## src/rtl/div_unit_rv32m_if.sv

```systemverilog
// Handshake bundle between the EX stage and the RV32M divider.
// The divider side takes the slave modport.
interface div_unit_rv32m_if #(
  parameter int WIDTH = 32
);
  logic             div_en;
  logic             div_signed;
  logic             flush;
  logic [WIDTH-1:0] dividend;
  logic [WIDTH-1:0] divisor;
  logic [WIDTH-1:0] quotient;
  logic [WIDTH-1:0] remainder;
  logic             done;
  logic             div_stall;

  modport master (
    output div_en, div_signed, flush,
    output dividend, divisor,
    input  quotient, remainder,
    input  done, div_stall
  );

  modport slave (
    input  div_en, div_signed, flush,
    input  dividend, divisor,
    output quotient, remainder,
    output done, div_stall
  );
endinterface

```

## src/rtl/div_unit_rv32m.sv

```systemverilog
// Iterative radix-2 restoring divider for RV32M DIV/DIVU/REM/REMU.
// One quotient bit per cycle; sign fix-up in a separate cycle.
module div_unit_rv32m #(
  parameter int WIDTH = 32
) (
  input logic              clk,
  input logic              rst,
  div_unit_rv32m_if.slave  bus
);
  localparam int CW = $clog2(WIDTH);

  typedef enum logic [1:0] {
    IDLE,
    ITER,
    FIX,
    DONE
  } state_t;

  state_t state_q, state_d;

  logic [CW-1:0]    count_q;
  logic [WIDTH-1:0] a_q;
  logic [WIDTH:0]   d_q;
  logic [WIDTH:0]   p_q;
  logic             neg_q_q;
  logic             neg_r_q;
  logic [WIDTH-1:0] quot_q;
  logic [WIDTH-1:0] rem_q;

  logic             accept;
  logic             sgn_a;
  logic             sgn_b;
  logic [WIDTH-1:0] mag_a;
  logic [WIDTH-1:0] mag_b;
  logic             div_zero;
  logic             ovf;
  logic             special;
  logic [WIDTH:0]   p_sh;
  logic             ge;
  logic [WIDTH:0]   p_nx;
  logic [WIDTH-1:0] a_nx;
  logic             last;
  logic             unused_p;

  assign accept = bus.div_en & ~bus.flush
                & (state_q == IDLE);

  assign sgn_a = bus.div_signed
               & bus.dividend[WIDTH-1];
  assign sgn_b = bus.div_signed
               & bus.divisor[WIDTH-1];
  assign mag_a = sgn_a ? -bus.dividend
                       : bus.dividend;
  assign mag_b = sgn_b ? -bus.divisor
                       : bus.divisor;

  assign div_zero = (bus.divisor == '0);
  assign ovf = bus.div_signed
             & (bus.dividend ==
                {1'b1, {(WIDTH-1){1'b0}}})
             & (bus.divisor == '1);
  assign special = div_zero | ovf;

  // P stays below D, so its top bit is free
  // to absorb the shift without overflow.
  assign p_sh = {p_q[WIDTH-1:0], a_q[WIDTH-1]};
  assign ge   = (p_sh >= d_q);
  assign p_nx = ge ? (p_sh - d_q) : p_sh;
  assign a_nx = {a_q[WIDTH-2:0], ge};
  assign last = (count_q == CW'(WIDTH-1));

  assign unused_p = p_q[WIDTH];

  always_ff @(posedge clk or posedge rst) begin
    if (rst) state_q <= IDLE;
    else     state_q <= state_d;
  end

  always_comb begin
    state_d = state_q;
    unique case (state_q)
      IDLE: begin
        if (accept)
          state_d = special ? DONE : ITER;
      end
      ITER: begin
        if (bus.flush) state_d = IDLE;
        else if (last) state_d = FIX;
      end
      FIX:     state_d = bus.flush ? IDLE : DONE;
      DONE:    state_d = IDLE;
      default: state_d = IDLE;
    endcase
  end

  always_ff @(posedge clk or posedge rst) begin
    if (rst) begin
      count_q <= '0;
      a_q     <= '0;
      d_q     <= '0;
      p_q     <= '0;
      neg_q_q <= 1'b0;
      neg_r_q <= 1'b0;
      quot_q  <= '0;
      rem_q   <= '0;
    end else begin
      unique case (state_q)
        IDLE: begin
          if (accept) begin
            count_q <= '0;
            a_q     <= mag_a;
            d_q     <= {1'b0, mag_b};
            p_q     <= '0;
            neg_q_q <= sgn_a ^ sgn_b;
            neg_r_q <= sgn_a;
            if (div_zero) begin
              quot_q <= '1;
              rem_q  <= bus.dividend;
            end else if (ovf) begin
              quot_q <= bus.dividend;
              rem_q  <= '0;
            end
          end
        end
        ITER: begin
          p_q     <= p_nx;
          a_q     <= a_nx;
          count_q <= count_q + 1'b1;
        end
        FIX: begin
          if (!bus.flush) begin
            quot_q <= neg_q_q ? -a_q : a_q;
            rem_q  <= neg_r_q ? -p_q[WIDTH-1:0]
                              : p_q[WIDTH-1:0];
          end
        end
        default: ;
      endcase
    end
  end

  assign bus.quotient  = quot_q;
  assign bus.remainder = rem_q;
  assign bus.done      = (state_q == DONE);
  assign bus.div_stall =
      (bus.div_en & ~bus.flush & (state_q == IDLE))
    | (state_q == ITER)
    | (state_q == FIX);
endmodule
```

## src/flat_wrapper.sv

```systemverilog
// flat-port wrapper written by rule: the top's interface ports become plain ports
module div_unit_rv32m_flat 
#(
  parameter int WIDTH = 32
)
  (clk, rst, bus_div_en, bus_div_signed, bus_flush, bus_dividend, bus_divisor, bus_quotient, bus_remainder, bus_done, bus_div_stall);
  div_unit_rv32m_if #(.WIDTH(WIDTH)) bus_i ();
  input logic clk;
  input logic rst;
  input wire logic [$bits(bus_i.div_en)-1:0] bus_div_en;
  input wire logic [$bits(bus_i.div_signed)-1:0] bus_div_signed;
  input wire logic [$bits(bus_i.flush)-1:0] bus_flush;
  input wire logic [$bits(bus_i.dividend)-1:0] bus_dividend;
  input wire logic [$bits(bus_i.divisor)-1:0] bus_divisor;
  output wire logic [$bits(bus_i.quotient)-1:0] bus_quotient;
  output wire logic [$bits(bus_i.remainder)-1:0] bus_remainder;
  output wire logic [$bits(bus_i.done)-1:0] bus_done;
  output wire logic [$bits(bus_i.div_stall)-1:0] bus_div_stall;
  assign bus_i.div_en = bus_div_en;
  assign bus_i.div_signed = bus_div_signed;
  assign bus_i.flush = bus_flush;
  assign bus_i.dividend = bus_dividend;
  assign bus_i.divisor = bus_divisor;
  assign bus_quotient = bus_i.quotient;
  assign bus_remainder = bus_i.remainder;
  assign bus_done = bus_i.done;
  assign bus_div_stall = bus_i.div_stall;
  div_unit_rv32m #(.WIDTH(WIDTH)) u_core (.clk(clk), .rst(rst), .bus(bus_i));
endmodule
```

## config.mk

```make
export PLATFORM = sky130hd
export DESIGN_NAME = div_unit_rv32m_flat
export DESIGN_NICKNAME = d
export VERILOG_FILES = /design/src/rtl/div_unit_rv32m_if.sv /design/src/rtl/div_unit_rv32m.sv /design/src/flat_wrapper.sv
export SDC_FILE = /design/constraint.sdc
export NUM_CORES = 1
export LEC_CHECK = 0
export CELL_PAD_IN_SITES_DETAIL_PLACEMENT = 1
export CELL_PAD_IN_SITES_GLOBAL_PLACEMENT = 1
export CORE_AREA = 2 2 186 188
export DETAILED_ROUTE_END_ITERATION = 16
export DIE_AREA = 0 0 188 190
export GPL_TIMING_DRIVEN = 1
export PLACE_DENSITY_LB_ADDON = 0.12
export SLEW_MARGIN = 40
export SYNTH_ARGS = -nofsm -noshare
export SYNTH_HDL_FRONTEND = slang
export SYNTH_SLANG_ARGS = --single-unit
```

## constraint.sdc

```tcl
create_clock -name clk -period 15.8 [get_ports clk]
set_input_delay 3.16 -clock clk [delete_from_list [all_inputs] [get_ports clk]]
set_output_delay 3.16 -clock clk [all_outputs]
set_load 0.02 [all_outputs]
```

# [After elaboration in Yosys (flattened, before gate mapping)]
# Index checks and enable logic that the tools add are counted.
# Widths: inputs -> output; s select.
[op_classes] addsub=6 magnitude_cmp=1 n_eq_ne=10 n_mux=27 n_bitwise=11 n_reduce_logical=8
[ops] cell="$mux 32" n=15
[ops] cell="$pmux 32 s2" n=4
[ops] cell="$neg 32->32" n=4
[ops] cell="$eq 32x32->1 const B" n=2
[ops] cell="$ge 33x32->1" n=1
[ops] cell="$logic_not 32->1" n=1
[ops] cell="$sub 32x32->32" n=1
[ops] cell="$mux 2" n=5
[ops] cell="$pmux 5 s2" n=1
[ops] cell="$pmux 2 s4" n=1
[ops] cell="$and 1x1->1" n=6
[ops] cell="$reduce_and 2->1" n=3
[ops] cell="$add 5x1->5 const B" n=1
[ops] cell="$eq 5x5->1 const B" n=1
[ops] cell="$mux 5" n=1
[ops] cell="$eq 2x2->1 const B" n=2
[ops] cell="$reduce_and 4->1" n=1
[ops] cell="$reduce_bool 2->1" n=2
[ops] cell="$ne 3x1->1 const B" n=1
[ops] cell="$ne 3x2->1 const B" n=1
[ops] cell="$or 1x1->1" n=3
[ops] cell="$eq 2x1->1 const B" n=1
[ops] cell="$logic_not 2->1" n=1
[ops] cell="$ne 2x1->1 const B" n=1
[ops] cell="other kinds (3)" n=3
[totals] regBits=169 in_bits=69 out_inout_bits=66 wordCells=72

# [Longest topological paths before layout]
# Gate-level depths: netlist (run 1).
[logic_depth] word_depth=7 ltp_mapped=13 ltp_nobuf=13

# [Least setup slack after synthesis (run 1)]
# No wires, ideal clock.
[synth_timing] path_type="input to output" start="input port bus_flush" end="output port bus_div_stall" arrival_ns=4.357 t_required_ns=12.640 slack_ns=8.283 path_stages=6 path_cell_list="nor2_1 > nand3b_1 > clkbuf_1 > clkbuf_1 > buf_1 > nand3_1"
[synth_via] elab_chain_cells=5
[synth_lines] element="from (decl)" line="flat_wrapper.sv:12" text="input wire logic [$bits(bus_i.flush)-1:0] bus_flush;"
[synth_lines] element="$not 1->1" line="div_unit_rv32m.sv:146" text="(bus.div_en & ~bus.flush & (state_q == IDLE))"
[synth_lines] element="$and 1x1->1 (2 in a row)" line="div_unit_rv32m.sv:146"
[synth_lines] element="$or 1x1->1" line="div_unit_rv32m.sv:147" text="| (state_q == ITER)"
[synth_lines] element="$or 1x1->1" line="div_unit_rv32m.sv:148" text="| (state_q == FIX);"
[synth_lines] element="to (decl)" line="flat_wrapper.sv:18" text="output wire logic [$bits(bus_i.div_stall)-1:0] bus_div_stall;"
# No other way between the ends.

# [Worst setup path after layout (run 1)]
# Ends and elaborated chain as after synthesis.

==> impl_metrics.toml, run 1 <==
[outcome]
status = "complete, no violations"

[final_layout]
fillCellCount = 4037
syn2layout_area_growth_pct = 20.2
layout_common_cells = "204 x o21ai_0, 200 x nand2_1, 168 x dfrtp_1, 134 x clkdlybuf4s50_1, 88 x xnor2_1"
post-route-util_pct = 41.3
layoutNonFillerInstCount = 1967
drive_gt1_share_pct = 5.09
fin_nets = 1608
fin_area_um2 = 14000
layout_commonest_cell = "o21ai_0"
n_antenna_cell = 0

[synth]
ys_ff_latch = 169
muxShareOfSynthArea_pct = 1.54
synthArstFlopShare_pct = 100
ys.flop_type = "dfrtp_1"
synthDominantCellAreaShare_pct = 36.2
synth_area_um2 = 11700
netlist_top_cells_area = "dfrtp_1 36%, o21ai_0 8.7%, xnor2_1 6.6%, nand2_1 6.4%, xor2_1 4.2%"
synth-simple-area-share_pct = 17.5
synth_top_cell_by_area = "dfrtp_1"
synth_compound_area_share_pct = 24.7
yosys_warnings = 0
synth_xor_area_share_pct = 10.8
seq_area_frac_synth_pct = 36.2
synth.distinct_cells = 64
syn_avg_cell_area_um2 = 8.24
synthesis.nets = 1525
synth_top_family_by_area = "compound AO/OA/AOI/OAI gates"
synth_enable_flop_cells = 0
netlist_instances = 1416
synth_fa_ha_area_share_pct = 4.35

[power]
switchingPower_mw = 0.968
p_clk_share_pct = 19.4
vdd_drop_max_mv = 0.0799
pwr-share-seq_pct = 31.7
leakagePower_nw = 5.65
fin_total_pwr_mw = 2.24
powerDensity_nw_per_um2 = 160
internal-power_mw = 1.27
p_comb_share_pct = 49.0
switching_share_pct = 43.2

[clock_tree]
postCtsSetupBuffers = 0
path_clk_slew_ns = 0.07
clockBufferDepth = 2
cts-root-buf = "clkbuf_16"
cts_sinks = 169
htreeDepth = 4
ctsResizeCount = 0
clk_latency_ns = 0.44
hold_buffers = 0
cts_buffers = 17
cts_tree = "done"

[route]
dr_wl_met2_um = 17700
routed-via-count = 10554
firstDrtPassIters = 4
drt.antenna.violating_nets = 0
met3_wirelength_um = 1130
wl_met1_um = 18200
wl_per_cell_um = 19.1
top_layer = "met4"
wl_um = 37700
drcViolationCount = 0
viasPerCell = 5.37
initialDrtViolationCount = 457

[floorplan]
fp.dieW_um = 188
start_util_pct = 34.4
ios = 135
num_rows = 68
fp.dieH_um = 190
fp.coreArea_um2 = 33900
die_area_um2 = 35700

[global_route]
grt_pass1_wl_um = 60800
grt_pass1_vias = 10802
antenna_found_initial = 0
grt_max_degree = 129
grt_use_total_pct = 21.4
gr-total-overflow = 0

[job]
maxCapViolations = 0

[timing]
hold_ws_ns = 0.477
setup_ws_ns = 7.60
fmax_mhz = 122
fin_tns_setup_ns = 0
layout_min_cycle_time_ns = 8.20
tightest_slew_ns = 0.798
maxSlewViolCount = 0
fin_crit_sh_pct = 51.9
finalSetupViolations = 0
final-hold-violation-count = 0
skew_ns = 0.0152
slew_headroom_pct = 46.7
rsz0062_at_grt = "no"

[setup_path]
cp_top_family = "buffers and inverters"
worstReg2RegStart = "u_core.a_q[31]$_DFFE_PP0P_"
critPathBufInv = 3
required_ns = 12.64
crit_path_max_incr_delay_ns = 0.61
path_common_cell = "clkdlybuf4s50_1"
cp_max_fo = 36
worstSetupStartpoint = "bus_flush"
path_cells = "clkdlybuf4s50_1 > nor2_1 > nand3b_1 > buf_4 > nand3_1 > clkdlybuf4s50_1"
start_kind = "input pin"
crit_type = "in2out"
cp_slowest_cell = "clkdlybuf4s50_1"
end_kind = "output port"
arrival_ns = 5.04

[placed_design]
routabilityCongestion = 0.844
hpwlAfterDp_um = 28000
dp_cells = 1935
portBuffers = 134
place_worst_setup_slack_ns = 7.60
dpl_cell_area_um2 = 13400

[hold_path]
hold_path_class = "reg2reg"
min_from = "u_core.bus.quotient[23]$_DFFE_PP0P_"
==> worst register-to-register path, stage by stage (launching register included) <==
cell and delay (ns):
dfrtp_1 0.47, inv_1 0.19, ha_1 0.20, inv_1 0.06, fa_1 0.40, a21o_1 0.20
a221oi_1 0.52, o211ai_1 0.23, nand3b_1 0.20, a31oi_1 0.23, a311oi_1 0.55, o21ai_0 0.21
mux2i_1 0.16, a211o_1 0.28
==> synth_stat cells (all sizes together) (2+ instances only) <==
cell and number:
mux2i 18, nand2 200, nand4 17, o21bai 4
a211oi 6, nand3b 4, or3 12, or4 13
nand3 25, a22oi 50, xor2 56, nor2 71
ha 39, a31oi 18, a221oi 3, a311oi 3
and2 8, o41ai 16, nor2b 8, and4 2
a221o 2, a211o 5, nor4b 2, clkbuf 66
nand4b 3, nand2b 14, o21ai 224, dfrtp 169
nor4 15, a21oi 58, a21o 16, xnor2 88
or2 2, o211ai 3, and3 10, buf 21
nor3 20, o31ai 36, o22ai 25, inv 55
==> cell type report <==
cell class                      count  area, um2  area share (%)
Sequential cell                   169       4230            30.2
Timing Repair Buffer              151       1480            10.5
Multi-Input combinational cell   1105       6950            49.5
Tap cell                          455        569            4.06
Clock buffer                       19        453            3.23
Clock inverter                     13        143            1.02
Inverter                           55        211            1.51
==> power groups by stage <==
stage | Combinational (mW) | Clock (mW) | Sequential (mW)
floorplan | 0.750 | 0 | 0.703
global placement | 1.07 | 0 | 0.706
finish | 1.10 | 0.434 | 0.709
detailed placement | 1.10 | 0 | 0.715
CTS | 1.11 | 0.448 | 0.706
global route | 1.22 | 0.465 | 0.730
==> metal layers <==
metal	vias to the layer above	track usage, %
met3	28	3.15
met2	167	35.9
li1	5241	-
met4	0	5.42
met5	-	0
met1	5118	29.0
==> final timing paths <==
path	endpoint	slack (ns)	cells after the start
worst min-delay path	u_core.bus.quotient[23]$_DFFE_PP0P_	0.48	2
max in group asynchronous	u_core.p_q[7]$_DFFE_PP0P_	10.73	4
min in group asynchronous	u_core.d_q[3]$_DFFE_PP0P_	3.20	2
worst max register to register	u_core.p_q[30]$_DFFE_PP0P_	11.78	13
worst max-delay path	bus_div_stall	7.60	6
worst min register to register	u_core.bus.quotient[23]$_DFFE_PP0P_	0.48	2
==> state kept, by name, indices dropped and copies added, names as in the netlist <==
signal / flops
u_core.a_q: 32
u_core.bus.quotient: 32
u_core.bus.remainder: 32
u_core.d_q: 32
u_core.p_q: 32
u_core.count_q: 5
u_core.state_q: 2
u_core.neg_q_q: 1
u_core.neg_r_q: 1
==> logic make-up (layout without fill, tap and decap cells) <==
kind of cell / after synthesis / count (layout)
buf+inv: 142 / 238
simple gates: 428 / 428
fa+ha+maj: 40 / 40
compound gates: 475 / 475
mux: 18 / 18
flops: 169 / 169
xor+xnor: 144 / 144
No activity file was read; power rests on OpenSTA's default activity.
==> inputs of run 2 (changes only) <==
==> constraint.sdc (replaced) <==
create_clock -name clk -period 8 [get_ports clk]
set_input_delay 1.6 -clock clk [delete_from_list [all_inputs] [get_ports clk]]
set_output_delay 1.6 -clock clk [all_outputs]
set_load 0.02 [all_outputs]
==> run 2 against run 1 <==
Effect of this change: first-iteration DRC count grew 19%; register-to-register slack got worse by 7.7 ns; clock power up 100%.
==> impl_metrics.toml, run 2 (synthesized netlist as in run 1, its figures left out) <==
[clock_tree]
htreeDepth = 4
cts-root-buf = "clkbuf_16"
postCtsSetupBuffers = 0
cts_tree = "done"
hold_buffers = 0
cts_buffers = 17
cts_sinks = 169
clk_latency_ns = 0.44
ctsResizeCount = 0
path_clk_slew_ns = 0.07
clockBufferDepth = 2

[setup_path]
path_common_cell = "clkdlybuf4s50_1"
arrival_ns = 3.49
path_cells = "clkdlybuf4s50_1 > nor2_1 > nand3b_1 > buf_4 > nand3_1 > clkdlybuf4s50_1"
cp_max_fo = 35
crit_path_max_incr_delay_ns = 0.61
start_kind = "input pin"
crit_type = "in2out"
cp_slowest_cell = "clkdlybuf4s50_1"
cp_top_family = "buffers and inverters"
end_kind = "output port"
required_ns = 6.40
critPathBufInv = 3

[route]
routed-via-count = 10628
firstDrtPassIters = 5
initialDrtViolationCount = 545
wl_um = 38000
wl_per_cell_um = 19.3
drt.antenna.violating_nets = 0
drcViolationCount = 0
viasPerCell = 5.41

[timing]
tightest_slew_ns = 0.808
layout_min_cycle_time_ns = 5.09
fmax_mhz = 197
setup_ws_ns = 2.91
rsz0062_at_grt = "no"
fin_crit_sh_pct = 63.6
slew_headroom_pct = 46.0
skew_ns = 0.0121
maxSlewViolCount = 0
finalSetupViolations = 0
final-hold-violation-count = 0
fin_tns_setup_ns = 0

[power]
fin_total_pwr_mw = 4.44
vdd_drop_max_mv = 0.173
internal-power_mw = 2.53
switching_share_pct = 42.9
pwr-share-seq_pct = 31.4
leakagePower_nw = 5.65
switchingPower_mw = 1.91
powerDensity_nw_per_um2 = 317
p_clk_share_pct = 19.8
p_comb_share_pct = 48.7

[final_layout]
layout_common_cells = "204 x o21ai_0, 200 x nand2_1, 168 x dfrtp_1, 134 x clkdlybuf4s50_1, 88 x xnor2_1"
layout_commonest_cell = "o21ai_0"
fin_nets = 1608
layoutNonFillerInstCount = 1965
drive_gt1_share_pct = 4.77
syn2layout_area_growth_pct = 20.1
n_antenna_cell = 0
fillCellCount = 4004

[global_route]
gr-total-overflow = 0
grt_use_total_pct = 21.7
antenna_found_initial = 0
grt_pass1_wl_um = 61500
grt_pass1_vias = 10867
grt_max_degree = 100

[floorplan]
num_rows = 68
fp.coreArea_um2 = 33900
fp.dieH_um = 190
ios = 135
fp.dieW_um = 188
die_area_um2 = 35700
start_util_pct = 34.4

[placed_design]
portBuffers = 134
routabilityCongestion = 0.844
dp_cells = 1935
place_worst_setup_slack_ns = 2.88
hpwlAfterDp_um = 28300

[outcome]
status = "complete, no violations"

[hold_path]
hold_path_class = "reg2reg"

[job]
maxCapViolations = 0
run 2: worst paths after layout:
path | start | end | slack [ns] | depth (start not counted)
worst max-delay path | bus_flush | bus_div_stall | 2.91 | 6
worst min-delay path | u_core.bus.quotient[27]$_DFFE_PP0P_ | u_core.bus.quotient[27]$_DFFE_PP0P_ | 0.48 | 2
worst max register to register | u_core.a_q[31]$_DFFE_PP0P_ | u_core.p_q[30]$_DFFE_PP0P_ | 4.04 | 13
worst min register to register | u_core.bus.quotient[27]$_DFFE_PP0P_ | u_core.bus.quotient[27]$_DFFE_PP0P_ | 0.48 | 2
max in group asynchronous | rst | u_core.neg_r_q$_DFFE_PP0P_ | 5.12 | 3
min in group asynchronous | rst | u_core.d_q[2]$_DFFE_PP0P_ | 1.69 | 2
run 2: final cells by class:
| type | count | area [um2] | share of cell area [%] |
|---|---|---|---|
| Timing Repair Buffer | 151 | 1470 | 10.5 |
| Inverter | 55 | 214 | 1.53 |
| Clock buffer | 20 | 457 | 3.26 |
| Sequential cell | 169 | 4230 | 30.2 |
| Clock inverter | 10 | 144 | 1.03 |
| Tap cell | 455 | 569 | 4.06 |
| Multi-Input combinational cell | 1105 | 6930 | 49.5 |
run 2: routing by layer:
metal  global-route usage [%]  up-vias  wire length (um)  share of wire [%]
met2                     36.4      163             17900                 47
met1                     29.5     5181             18500                 49
met3                     3.38       24              1230                3.2
met4                     4.39        0               399                1.0
li1                         -     5260                 -                  -
met5                        0        -                 0                  0
run 2: worst reg2reg max path, cell delays in order (launching register included):
cell and delay (ns):
dfrtp_1 0.48, inv_1 0.19, ha_1 0.19, inv_1 0.05, fa_1 0.40, a21o_1 0.19
a221oi_1 0.53, o211ai_1 0.23, nand3b_1 0.19, a31oi_1 0.21, a311oi_1 0.55, o21ai_0 0.21
mux2i_1 0.16, a211o_1 0.27
run 2: power by group through the flow:
stage	logic, mW	registers [mW]	clock network, mW
floorplan	1.48	1.39	0
global placement	2.13	1.40	0
detailed placement	2.17	1.41	0
CTS	2.18	1.40	0.899
global route	2.43	1.44	0.931
finish	2.16	1.40	0.880
run 2: stage by stage:
step / hold WS, ns / utilization [%] / instance area, um2
final: 0.479 / 41.3 / 14000
after global routing: 0.506 / 41.3 / 14000
after CTS: 0.485 / 41.3 / 14000
after detailed placement: 0.469 / 39.5 / 13400
after global placement: 0.462 / 39.5 / 13400
after floorplan: 0.449 / - / 11700
==> inputs of run 3 (changes only) <==
==> constraint.sdc (replaced) <==
create_clock -name clk -period 5 [get_ports clk]
set_input_delay 1 -clock clk [delete_from_list [all_inputs] [get_ports clk]]
set_output_delay 1 -clock clk [all_outputs]
set_load 0.02 [all_outputs]
==> run 3 against run 2 <==
Effect of this change: sequential power grew 59%; setup slack lost 2.0 ns; non-clock buffer count grew 7; cell area grew 0.65%; die area is the same; first-iteration DRC count shrank 1.1%; critical path depth grew 5; highest routed layer unchanged; critical endpoint is now u_core.bus.remainder[7]$_DFFE_PP0P_; hold slack gained 0.00071 ns; clock skew grew 0.0017 ns; via count grew 0.79%; largest power group unchanged.
==> impl_metrics.toml, run 3 (synthesized netlist as in run 1, its figures left out) <==
[outcome]
status = "complete, no violations"

[route]
drt.antenna.violating_nets = 0
wl_um = 38700
initialDrtViolationCount = 539
firstDrtPassIters = 5
routed-via-count = 10712
wl_per_cell_um = 19.6
drcViolationCount = 0
viasPerCell = 5.43

[clock_tree]
hold_buffers = 0
cts_sinks = 169
postCtsSetupBuffers = 0
path_clk_slew_ns = 0.07
clk_latency_ns = 0.44
cts_tree = "done"
ctsResizeCount = 0
clockBufferDepth = 2
cts_buffers = 17
htreeDepth = 4
cts-root-buf = "clkbuf_16"

[setup_path]
cp_slowest_cell = "or4_1"
critPathBufInv = 2
cp_top_family = "simple AND/OR/NAND/NOR gates"
path_cells = "clkdlybuf4s50_1 > or4_1 > nor3_4 > and4_1 > nand2_1 > or3_1 > o21ai_2 > a31oi_4 > buf_12 > nand2_1 > o21ai_0"
path_common_cell = "nand2_1"
reg2reg_depth = 13
end_kind = "register"
start_kind = "input pin"
r2r-end = "u_core.p_q[30]$_DFFE_PP0P_"
reg2reg_slack_ns = 0.93
crit_path_max_incr_delay_ns = 0.64
crit_type = "in2reg"
worstReg2RegStart = "u_core.a_q[31]$_DFFE_PP0P_"
required_ns = 5.30
arrival_ns = 4.43
cp_max_fo = 80

[final_layout]
multiInputGateArea_um2 = 6940
layoutNonFillerInstCount = 1974
fin_nets = 1615
drive_gt1_share_pct = 5.40
syn2layout_area_growth_pct = 20.9
layout_common_cells = "204 x o21ai_0, 200 x nand2_1, 168 x dfrtp_1, 134 x clkdlybuf4s50_1, 88 x xnor2_1"
fillCellCount = 4037
n_antenna_cell = 0
regArea_um2 = 4230
layout_commonest_cell = "o21ai_0"
post-route-util_pct = 41.6

[power]
p_clk_share_pct = 19.4
switchingPower_mw = 3.09
internal-power_mw = 4.02
powerDensity_nw_per_um2 = 504
p_comb_share_pct = 49.3
switching_share_pct = 43.4
vdd_drop_max_mv = 0.258
pwr-share-seq_pct = 31.4
leakagePower_nw = 5.70

[hold_path]
hold_path_class = "reg2reg"
hold_depth = 2
hold_end = "u_core.bus.quotient[30]$_DFFE_PP0P_"
min_from = "u_core.bus.quotient[30]$_DFFE_PP0P_"

[placed_design]
portBuffers = 134
routabilityCongestion = 0.836
dp_cells = 1942
hpwlAfterDp_um = 28800

[floorplan]
die_area_um2 = 35700
fp.dieH_um = 190
start_util_pct = 34.4
fp.coreArea_um2 = 33900
num_rows = 68
ios = 135
fp.dieW_um = 188

[timing]
slew_headroom_pct = 48.9
layout_min_cycle_time_ns = 4.13
final-hold-violation-count = 0
finalSetupViolations = 0
skew_ns = 0.0139
fin_crit_sh_pct = 82.6
fmax_mhz = 242
rsz0062_at_grt = "no"
maxSlewViolCount = 0
fin_tns_setup_ns = 0
tightest_slew_ns = 0.766

[global_route]
grt_pass1_wl_um = 62700
grt_max_degree = 96
antenna_found_initial = 0
gr-total-overflow = 0
grt_pass1_vias = 11272
grt_use_total_pct = 22.0

[job]
maxCapViolations = 0
-- run 3: changes by cell type in the layout (fill, tap and decap cells not counted), moves of 2 or more --
cell	before	now
buf_4	16	21
inv_6	2	5
buf_12	0	2
nor4_1	14	12
nor4_2	1	3
-- run 3: final cells by class --
| type | instances | area share (%) |
|---|---|---|
| clock buffer | 20 | 3.24 |
| inverter | 55 | 1.49 |
| tap | 455 | 4.03 |
| timing repair buffer | 158 | 11.1 |
| clock inverter | 12 | 0.975 |
| sequential | 169 | 30.0 |
| multi-input combinational | 1105 | 49.2 |
-- run 3: worst max path at each step --
stage / startpoint / to / slack, ns / depth (start not counted)
after floorplan: bus_divisor[8] / u_core.bus.quotient[7]$_DFFE_PP0P_ / 1.55 / 12
after global placement: bus_dividend[6] / u_core.bus.remainder[7]$_DFFE_PP0P_ / 0.56 / 11
after detailed placement: bus_dividend[6] / u_core.bus.remainder[16]$_DFFE_PP0P_ / 0.44 / 11
after CTS: bus_dividend[6] / u_core.bus.remainder[7]$_DFFE_PP0P_ / 0.89 / 11
after global routing: u_core.a_q[31]$_DFFE_PP0P_ / u_core.p_q[30]$_DFFE_PP0P_ / 0.68 / 13
final: bus_dividend[6] / u_core.bus.remainder[7]$_DFFE_PP0P_ / 0.87 / 11
-- run 3: power groups by stage --
stage / logic, mW / clock network [mW] / registers [mW]
floorplan: 2.37 / 0 / 2.22
global placement: 3.42 / 0 / 2.23
detailed placement: 3.50 / 0 / 2.25
CTS: 3.52 / 1.41 / 2.23
global route: 3.93 / 1.47 / 2.30
finish: 3.50 / 1.38 / 2.23
-- run 3: worst register-to-register path: cells and delay by family (launching register included) --
kind            cells  cell delay [ns]
compound gates      7             2.29
fa+ha+maj           2             0.57
flops               1             0.48
simple gates        1             0.23
buf+inv             2             0.21
mux                 1             0.16
-- run 3: layer usage --
metal	track usage, %	share of wire [%]
met3	2.55	2.6
met4	5.06	1.4
met2	38.2	48
met5	0	0
met1	29.4	48
-- run 3: through the flow --
stage / hold slack (ns) / instance area (um2) / worst slack [ns] / power [mW]
floorplan: 0.449 / 11700 / 1.55 / 4.59
detailed placement: 0.472 / 13500 / 0.441 / 5.76
global route: 0.507 / 14100 / 0.675 / 7.70
global placement: 0.463 / 13500 / 0.560 / 5.65
finish: 0.480 / 14100 / 0.869 / 7.11
CTS: 0.488 / 14100 / 0.890 / 7.16
==> edit: new RTL, settings of run 3 <==
Make the reset (`rst`) synchronous in 2 clocked blocks.
--- a/src/rtl/div_unit_rv32m.sv
+++ b/src/rtl/div_unit_rv32m.sv
@@ -72,5 +72,5 @@
   assign unused_p = p_q[WIDTH];
 
-  always_ff @(posedge clk or posedge rst) begin
+  always_ff @(posedge clk) begin
     if (rst) state_q <= IDLE;
     else     state_q <= state_d;
@@ -94,5 +94,5 @@
   end
 
-  always_ff @(posedge clk or posedge rst) begin
+  always_ff @(posedge clk) begin
     if (rst) begin
       count_q <= '0;
Check against the original RTL: differs if rst is asserted again (counterexample within 4 cycles, from zero or initial values and one cycle with rst high); with rst held inactive, the same outputs for 4 cycles.
==> edit against run 3 <==
- fmax up 0.41%
- sequential cell count stayed put
- non-clock buffer count increased by 3
- synthesized cell count rose by 4.5%
- design area shrank 3.2%
- core utilization is 1.3 points lower
- wire length is 4.2% higher
- setup slack gained 0.017 ns
- area after synthesis fell by 2.7%
- first-iteration DRC count shrank 6.7%
- critical path type unchanged
Power is not compared: it rests on default switching activity, and its combinational part moved more than twofold at a synthesized area within 25%.
==> edit: results (changes against run 3) <==
metric	value	unit	change
Cell Area, Placed	13100	µm²	was 13500 µm²
biggest area consumer among synthesized cells	dfxtp_1		was dfrtp_1
multi-input combinational area share	0.541		was 0.492
status	finished clean		unchanged
clk_buf instances	19		was 20
Reg2Reg Launch Point	u_core.p_q[10]		was u_core.a_q[31]
Worst path max stage delay	0.73	ns	was 0.64 ns
slew margin rel.	0.463		was 0.489
initial DRC count	503		was 539
post-synthesis sequential area ratio	0.298		was 0.362
Netlist cell types	73		was 64
Vias/cell	5.49		was 5.43
Final HPWL DP	31100	µm	was 28800 µm
Inverters	51		was 55
DR vias	11127		was 10712
Final Cell Area	13700	µm²	was 14100 µm²
list of most frequent post-synthesis cells	dfxtp_1, nand2_1, nor2_1		was o21ai_0, nand2_1, dfrtp_1
reg2reg setup slack	1.51	ns	was 0.93 ns
drt total wl	40300	µm	was 38700 µm
setup ws final	0.885	ns	was 0.869 ns
#MultiIn Comb	1158		was 1105
placed insts	1994		was 1942
reg2reg path depth	11		was 13
nonclk buf count	161		was 158
RePlAce Congestion	0.859		was 0.836
Clock buf/inv share	0.0410		was 0.0421
CP max stage cell	nor4_1		was or4_1
-- edit: changes by cell type in the layout (fill, tap and decap cells not counted), sizes merged, moves of 11 or more --
cell    change
nor2       +72
o22ai      -21
o21ai     -157
nand3      +56
dfxtp     +169
mux2i      -13
a31oi      -12
a211oi     +69
a21oi      +46
nor3       +11
dfrtp     -169
nand2      -54
-- edit: worst min-delay path by stage --
stage,start,depth (start not counted),endpoint
2_1_floorplan,u_core.d_q[31],2,u_core.d_q[31]
3_3_place_gp,u_core.d_q[31],2,u_core.d_q[31]
3_5_place_dp,u_core.d_q[31],2,u_core.d_q[31]
4_1_cts,u_core.d_q[31],2,u_core.d_q[31]
5_1_grt,u_core.d_q[31],2,u_core.d_q[31]
6_report,u_core.d_q[31],2,u_core.d_q[31]
-- edit: kinds of logic (layout without fill, tap and decap cells) --
logic type | after synthesis | in the layout | synth area share
compound gates | 435 | 435 | 0.260
xor+xnor | 146 | 146 | 0.113
fa+ha+maj | 40 | 40 | 0.0447
buf+inv | 153 | 243 | 0.0553
flops | 169 | 169 | 0.298
mux | 5 | 5 | 0.00441
simple gates | 532 | 532 | 0.224
-- edit: worst max-delay path: cells and delay by family --
family / cells / cell delay (ns)
muxes: 1 / 0.20
adders and majority gates: 1 / 0.17
and+or+nand+nor: 5 / 1.83
buffers and inverters: 2 / 0.84
AOI/OAI and AO/OA: 1 / 0.36
-- edit: metal layers --
| metal | vias to the layer above | part of all wire |
|---|---|---|
| li1 | 5552 | - |
| met1 | 5398 | 0.47 |
| met2 | 150 | 0.48 |
| met3 | 27 | 0.027 |
| met4 | 0 | 0.021 |
| met5 | - | 0 |
